<file path="config.mk">
export PLATFORM = sky130hd
export DESIGN_NAME = edge_frame_packer
export DESIGN_NICKNAME = d
export VERILOG_FILES = /design/src/rtl/edge_frame_packer.sv
export SDC_FILE = /design/constraint.sdc
export NUM_CORES = 1
export LEC_CHECK = 0
export ABC_AREA = 0
export BUFFER_PORTS_ARGS = -buffer_cell sky130_fd_sc_hd__buf_4
export CAP_MARGIN = 0
export CORE_ASPECT_RATIO = 0.5
export CORE_MARGIN = 4
export CORE_UTILIZATION = 40
export DETAILED_ROUTE_END_ITERATION = 12
export GPL_TIMING_DRIVEN = 0
export HOLD_SLACK_MARGIN = 0.1
export PLACE_DENSITY = 0.64
export SYNTH_ARGS = -nofsm -noshare
export SYNTH_HDL_FRONTEND = slang
export SYNTH_SLANG_ARGS = --single-unit
export TNS_END_PERCENT = 10
</file>
<file path="constraint.sdc">
create_clock -name clk -period 6.48 [get_ports clk]
set_input_delay 1.944 -clock clk [delete_from_list [all_inputs] [get_ports clk]]
set_output_delay 1.944 -clock clk [all_outputs]
set_load 0.005 [all_outputs]
</file>
<file path="src/rtl/edge_frame_packer.sv">
// Buffers packed edge bytes in a small FIFO and frames each image as sync word, frame id, payload
// and optional checksum (enabled by EDGE_FRAME_CHECKSUM_EN) onto a uart_tx-style byte interface.
module edge_frame_packer #(
    parameter int          IMAGE_WIDTH  = 320,
    parameter int          IMAGE_HEIGHT = 240,
    parameter int          FIFO_DEPTH   = 16,
    parameter logic [15:0] SYNC_WORD    = 16'hA55A
) (
    input  logic       clk,
    input  logic       resetn,
    input  logic       frame_start,
    input  logic       in_valid,
    input  logic [7:0] in_byte,
    output logic       in_ready,
    input  logic       tx_busy,
    output logic       tx_start,
    output logic [7:0] tx_byte,
    output logic       busy,
    output logic       overflow,
    output logic [7:0] frame_id
);

    localparam int          PAYLOAD_BYTES = IMAGE_WIDTH * IMAGE_HEIGHT / 8;
    localparam int          PTR_W         = $clog2(FIFO_DEPTH);
    localparam logic [15:0] PAY_LAST      = 16'(PAYLOAD_BYTES - 1);

    typedef enum logic [2:0] {
        S_IDLE,
        S_HDR0,
        S_HDR1,
        S_ID,
        S_PAY,
`ifdef EDGE_FRAME_CHECKSUM_EN
        S_TRL,
`endif
        S_END
    } state_t;

    state_t           state_reg, state_next;
    logic             issued_reg;
    logic [PTR_W:0]   wr_ptr_reg, rd_ptr_reg;
    logic [15:0]      pay_cnt_reg;
    logic [7:0]       frame_id_reg;
    logic             overflow_reg;
    logic [7:0]       fifo_mem [FIFO_DEPTH];
`ifdef EDGE_FRAME_CHECKSUM_EN
    logic [7:0]       checksum_reg;
`endif

    logic fifo_empty, fifo_full, push, pop, sending, can_issue, done;

    assign fifo_empty = (wr_ptr_reg == rd_ptr_reg);
    assign fifo_full  = (wr_ptr_reg[PTR_W] != rd_ptr_reg[PTR_W]) &&
                        (wr_ptr_reg[PTR_W-1:0] == rd_ptr_reg[PTR_W-1:0]);

    assign busy     = (state_reg != S_IDLE);
    assign in_ready = busy && !fifo_full;
    assign push     = in_valid && in_ready;
    assign overflow = overflow_reg;
    assign frame_id = frame_id_reg;

    // A byte stays offered from the moment it is issued until the UART reports busy.
    assign sending   = busy && (state_reg != S_END);
    assign can_issue = !tx_busy && ((state_reg != S_PAY) || !fifo_empty);
    assign tx_start  = sending && (issued_reg || can_issue);
    assign done      = sending && issued_reg && tx_busy;
    assign pop       = done && (state_reg == S_PAY);

    always_comb begin
        state_next = state_reg;
        tx_byte    = 8'h00;
        case (state_reg)
            S_IDLE: if (frame_start) state_next = S_HDR0;
            S_HDR0: begin
                tx_byte = SYNC_WORD[15:8];
                if (done) state_next = S_HDR1;
            end
            S_HDR1: begin
                tx_byte = SYNC_WORD[7:0];
                if (done) state_next = S_ID;
            end
            S_ID: begin
                tx_byte = frame_id_reg;
                if (done) state_next = S_PAY;
            end
            S_PAY: begin
                tx_byte = fifo_mem[rd_ptr_reg[PTR_W-1:0]];
                if (done && (pay_cnt_reg == PAY_LAST)) begin
`ifdef EDGE_FRAME_CHECKSUM_EN
                    state_next = S_TRL;
`else
                    state_next = S_END;
`endif
                end
            end
`ifdef EDGE_FRAME_CHECKSUM_EN
            S_TRL: begin
                tx_byte = checksum_reg;
                if (done) state_next = S_END;
            end
`endif
            S_END:   state_next = S_IDLE;
            default: state_next = S_IDLE;
        endcase
    end

    always_ff @(posedge clk or negedge resetn) begin
        if (!resetn) begin
            state_reg    <= S_IDLE;
            issued_reg   <= 1'b0;
            wr_ptr_reg   <= '0;
            rd_ptr_reg   <= '0;
            pay_cnt_reg  <= 16'd0;
            frame_id_reg <= 8'd0;
            overflow_reg <= 1'b0;
        end else begin
            state_reg <= state_next;
            if (done)
                issued_reg <= 1'b0;
            else if (tx_start)
                issued_reg <= 1'b1;
            if (in_valid && !in_ready)
                overflow_reg <= 1'b1;
            // END flushes any surplus payload and rearms for the next frame.
            if (state_reg == S_END) begin
                wr_ptr_reg   <= '0;
                rd_ptr_reg   <= '0;
                pay_cnt_reg  <= 16'd0;
                frame_id_reg <= frame_id_reg + 8'd1;
            end else begin
                if (push) wr_ptr_reg <= wr_ptr_reg + 1'b1;
                if (pop) begin
                    rd_ptr_reg  <= rd_ptr_reg + 1'b1;
                    pay_cnt_reg <= pay_cnt_reg + 16'd1;
                end
            end
        end
    end

`ifdef EDGE_FRAME_CHECKSUM_EN
    always_ff @(posedge clk or negedge resetn) begin
        if (!resetn)
            checksum_reg <= 8'd0;
        else if (state_reg == S_END)
            checksum_reg <= 8'd0;
        else if (done && ((state_reg == S_ID) || (state_reg == S_PAY)))
            checksum_reg <= checksum_reg + tx_byte;
    end
`endif

    always_ff @(posedge clk) begin
        if (push)
            fifo_mem[wr_ptr_reg[PTR_W-1:0]] <= in_byte;
    end

endmodule

</file>
Yosys cells after proc, flatten, opt, wreduce, memory -nomap -nowiden

Memories as Yosys holds them, arrays and structs flattened.
Cells that the tools add are included.

Reduce and logical (&&, ||, !) cells: 23
Mux-type cells: 17
$add $sub $neg: 4
Eq/ne operators: 16

Operators with widths:

| cell                                                  | number |
|---|---|
| 2-to-1 mux 16 bit                                     | 2 |
| one-hot mux 8 bit (4 select lines)                    | 1 |
| 2-to-1 mux 5 bit                                      | 4 |
| adder 16 x 1 -> 16 bit, second input constant         | 1 |
| equality test 16 x 14 -> 1 bit, second input constant | 1 |
| 2-to-1 mux 3 bit                                      | 5 |
| one-hot mux 3 bit (5 select lines)                    | 1 |
| logical AND 1 bit                                     | 11 |
| adder 5 x 1 -> 5 bit, second input constant           | 2 |
| adder 8 x 1 -> 8 bit, second input constant           | 1 |
| != test 2 bit, second input constant                  | 4 |
| equality test 3 x 2 -> 1 bit, second input constant   | 2 |
| equality test 3 bit, second input constant            | 2 |
| != test 3 bit, second input constant                  | 2 |
| nonzero test 2 bit                                    | 3 |
| equality test 5 bit                                   | 1 |
| AND reduction 5 bit                                   | 1 |
| equality test 4 bit                                   | 1 |
| logical NOT 1 bit                                     | 4 |
| 2-to-1 mux 1 bit                                      | 4 |
| equality test 3 x 1 -> 1 bit, second input constant   | 1 |
| logical NOT 3 bit                                     | 1 |
| nonzero test 3 bit                                    | 1 |
| logical OR 1 bit                                      | 2 |
| 2 further kinds                                       | 2 |

Word-level logic and storage cells: 68
Bits of input ports: 13
Output and inout port bits: 20
RAM bits: 128
Memories: 1
Flip-flop bits (word level): 39

Memory list:

| memory   | words | bits a word | read ports | clocked after memory_dff | wr ports | line | RTL |
|---|---|---|---|---|---|---|---|
| fifo_mem | 16    | 8           | 1          | 0                        | 1        | 45   | `logic [7:0] fifo_mem [FIFO_DEPTH];` |

Logic depth before layout (Yosys ltp)

Depth in word-level cells: 8
Depth in mapped cells: 7
Mapped depth without buffers: 5

Worst setup path before layout

No wires, ideal clock.

Kind: input to output
Start: in tx_busy
End: out tx_start
Path buffers: 0
Cell stages on the path: 3
Data required time: 4.536 ns
Slack: 2.380 ns
Arrival: 2.156 ns
Cell sequence: inv_1 a21oi_1 a21oi_1

Cells in the longest elaborated chain, start to end: 4

Ends and longest elaborated chain:

| what               | line | RTL |
|---|---|---|
| start: declaration | 15   | `input logic tx_busy,` |
| logical NOT 1 bit  | 64   | `assign can_issue = !tx_busy && ((state_reg != S_PAY) \|\| !fifo_empty);` |
| logical AND 1 bit  | 64   |  |
| logical OR 1 bit   | 65   | `assign tx_start = sending && (issued_reg \|\| can_issue);` |
| logical AND 1 bit  | 65   |  |
| end: declaration   | 16   | `output logic tx_start,` |

Every way passes these cells.

Worst setup path in the final report

Start: reg rd_ptr_reg[2]
End: out tx_byte[0]

Cells in the longest elaborated chain, start to end: 2

Ends and longest elaborated chain:

| what                               | line | RTL |
|---|---|---|
| start: declaration                 | 41   | `logic [PTR_W:0] wr_ptr_reg, rd_ptr_reg;` |
| start signal: assignment           | 133  | `rd_ptr_reg <= rd_ptr_reg + 1'b1;` |
| memory (16 x 8 bit)                | n/a  |  |
| one-hot mux 8 bit (4 select lines) | 72   | `case (state_reg)` |
| end: declaration                   | 17   | `output logic [7:0] tx_byte,` |

Every way passes these cells.

==> out/results.txt <==
status -> complete, no violations
Seq. cell area -> 4820 um^2
#FFs+latches synth -> 167
largest net degree at the start of global routing -> 40
Area Growth Syn to Fin -> 16.0%
Avg Synthesized Cell Area -> 15.7 um^2
# fillers -> 1524
Switch Pwr -> 978 uW
multi-input logic area -> 2140 um^2
register area share after synthesis -> 67.8%
CTS tree -> done
antenna violations before repair -> 0
Sequential Power Share -> 42.5%
crit path DAT -> 2940 ps
Post-DRT Antenna Nets -> 0
via count -> 4049
Clock Pin Slew Worst Setup and Hold Paths -> 60 ps
Iter 0 DRT Violations -> 350
share of the synthesized area in the top cell type -> 54.1%
routability cong. -> 0.808
clock root cell -> clkbuf_16
row count -> 34
drt wl/cell -> 20.0 um
setup TNS -> 0 ps
gr usage total -> 15.7%
clk buf depth -> 2
minimum clock period -> 4890 ps
grt ovf -> 0
Vias/cell -> 5.39
I/O pins -> 33
Logic pwr share -> 25.1%
Crit path required time -> 4540 ps
Skew-Pair Late Insertion Delay -> 430 ps
crit path max fanout -> 10
grt peak-use layer -> met2
most frequent cells in the layout -> edfxtp_1 (128), dfrtp_1 (39), buf_4 (34)
share of cells above drive strength 1 -> 22.8%
max_slew headroom -> 41.1%
critical path class -> reg -> out
YS warnings -> 0
Final #Nets -> 524
Final setup viols -> 0
final worst path period share -> 75.4%
CP Capture Type -> output pin
ranking of synthesized cells by area -> edfxtp_1 (54%), dfrtp_1 (14%), mux4_2 (9.8%)
max-cap viol count -> 0
vias in the first global route -> 3993
Detail Placement HPWL -> 9.84 mm
max-slew violations -> 0
starting density of the core -> 40.8%
clock skew -> 19.7 ps
die footprint -> 20100 um^2
Post-synth EDFFs -> 128
Die Width -> 197 um
CTS buffer count -> 17
GR Util met3 -> 4.25%
P_leak -> 2.94 nW
largest area contributor in the netlist -> edfxtp_1
RSZ-0062 raised after global routing -> false
Core Box Area -> 17400 um^2
Hold/Removal Path Class -> reg -> reg
Final Total Pwr -> 3.15 mW
prevailing post-synth register cell -> edfxtp_1
M2 GR Usage -> 23.6%
H-tree levels -> 4
DRT Pass-1 Iters -> 5
CP startpoint kind -> flop
DRC -> 0
number of flip-flops in the largest register -> 128
most common cell after layout, fill and taps aside -> edfxtp_1
Pwr per Cell Area -> 382 nW/um^2
number of port buffers -> 32
first-pass GRT wire length -> 23.5 mm
Cell Area, Synth -> 7110 um^2
Pint -> 2.17 mW
Async SR Flop Fraction -> 23.4%
grt met1 use -> 22.7%
post-synth net total -> 473
die height -> 102 um
number of diodes -> 0
hold_buf cts -> 0
f_max -> 205 MHz
Cells after Synth -> 453
synth unique cells -> 43
peak supply drop -> 0.185 mV
cells resized by post-CTS repair -> 0
Hold Violations, Final -> 0
setup repair bufs after CTS -> 0
Sink Count -> 167
clock share of power -> 32.4%
switching share of power -> 31.1%
measured slew at the worst slew-check pin -> 878 ps
Post-Route WL -> 15.0 mm
cells by family (layout without fill, tap and decap cells):
kind of cell	Yosys count	after routing	share of synthesized area, %
buffers and inverters	32	96	2.15
AOI/OAI and AO/OA	48	48	4.19
muxes	38	38	10.9
xor gates and xnor gates	31	31	3.82
and+or+nand+nor	130	130	9.89
DFF	167	167	67.8
adders and majority gates	7	7	1.23
worst paths after layout:
path	slack, ps	to	startpoint	depth (start not counted)
min in group asynchronous	1490	pay_cnt_reg[2]$_DFFE_PN0P_	resetn	1
hold reg to reg	490	overflow$_DFFE_PN0P_	overflow$_DFFE_PN0P_	1
setup / recovery	1590	tx_byte[0]	rd_ptr_reg[2]$_DFFE_PN0P_	6
hold / removal	490	overflow$_DFFE_PN0P_	overflow$_DFFE_PN0P_	1
max in group asynchronous	4620	rd_ptr_reg[3]$_DFFE_PN0P_	resetn	1
setup reg to reg	4010	fifo_mem[13][6]$_DFFE_PP_	wr_ptr_reg[3]$_DFFE_PN0P_	7
final cells by class:
class / count / area share [%]
Buffer: 23 / 1.44
Multi-Input combinational cell: 254 / 25.9
Clock buffer: 17 / 5.16
Inverter: 9 / 0.410
Timing Repair Buffer: 32 / 2.91
Clock inverter: 15 / 2.12
Tap cell: 234 / 3.55
Sequential cell: 167 / 58.5
worst max-delay path, stage by stage (launching register included):
cell,delay (ps)
dfrtp_1,460
clkbuf_1,510
buf_1,560
mux4_2,440
o211ai_1,260
nand3_1,140
buf_4,160
power groups by stage:
stage | logic (mW) | registers [mW] | clock network [mW]
2_1_floorplan | 0.510 | 1.34 | 0
3_3_place_gp | 0.778 | 1.36 | 0
3_5_place_dp | 0.790 | 1.36 | 0
4_1_cts | 0.796 | 1.34 | 1.03
5_1_grt | 0.873 | 1.35 | 1.08
6_report | 0.792 | 1.34 | 1.02
through the flow:
| stage | worst slack [ps] | cell area (um^2) | instances | utilization [%] | hold WS (ps) |
|---|---|---|---|---|---|
| 2_1_floorplan | 2380 | 7110 | 453 | - | 468 |
| 3_3_place_gp | 2010 | 7640 | 719 | 43.9 | 463 |
| 3_5_place_dp | 2000 | 7640 | 719 | 43.9 | 481 |
| 4_1_cts | 1530 | 8250 | 751 | 47.4 | 499 |
| 5_1_grt | 1390 | 8250 | 751 | 47.4 | 523 |
| 6_report | 1590 | 8250 | 751 | 47.4 | 491 |
cell usage after synthesis, types with 2 or more instances:
library cell  number
a21oi_1           11
a22oi_1            7
and2_1             4
and3_1            18
and4_1             2
buf_1              2
buf_2              8
buf_4              2
buf_6              2
clkbuf_1           9
dfrtp_1           39
edfxtp_1         128
ha_1               7
inv_1              9
mux2_2             5
mux2i_1            2
mux4_2            31
nand2_1           16
nand2b_1           7
nand3_1           16
nand4_1           12
nor2_1            32
nor2b_1            4
nor3_1             4
nor4b_1            3
o211ai_1           9
o21ai_0           15
or3_1              5
xnor2_1           22
xor2_1             9
layer usage:
layer	vias up	share of wire (%)	wire (um)
li1	1840	-	-
met1	2086	48	7170
met2	111	45	6760
met3	12	6.1	913
met4	0	0.95	142
met5	-	0	0
Note: power is estimated with default switching activity, not from simulation.
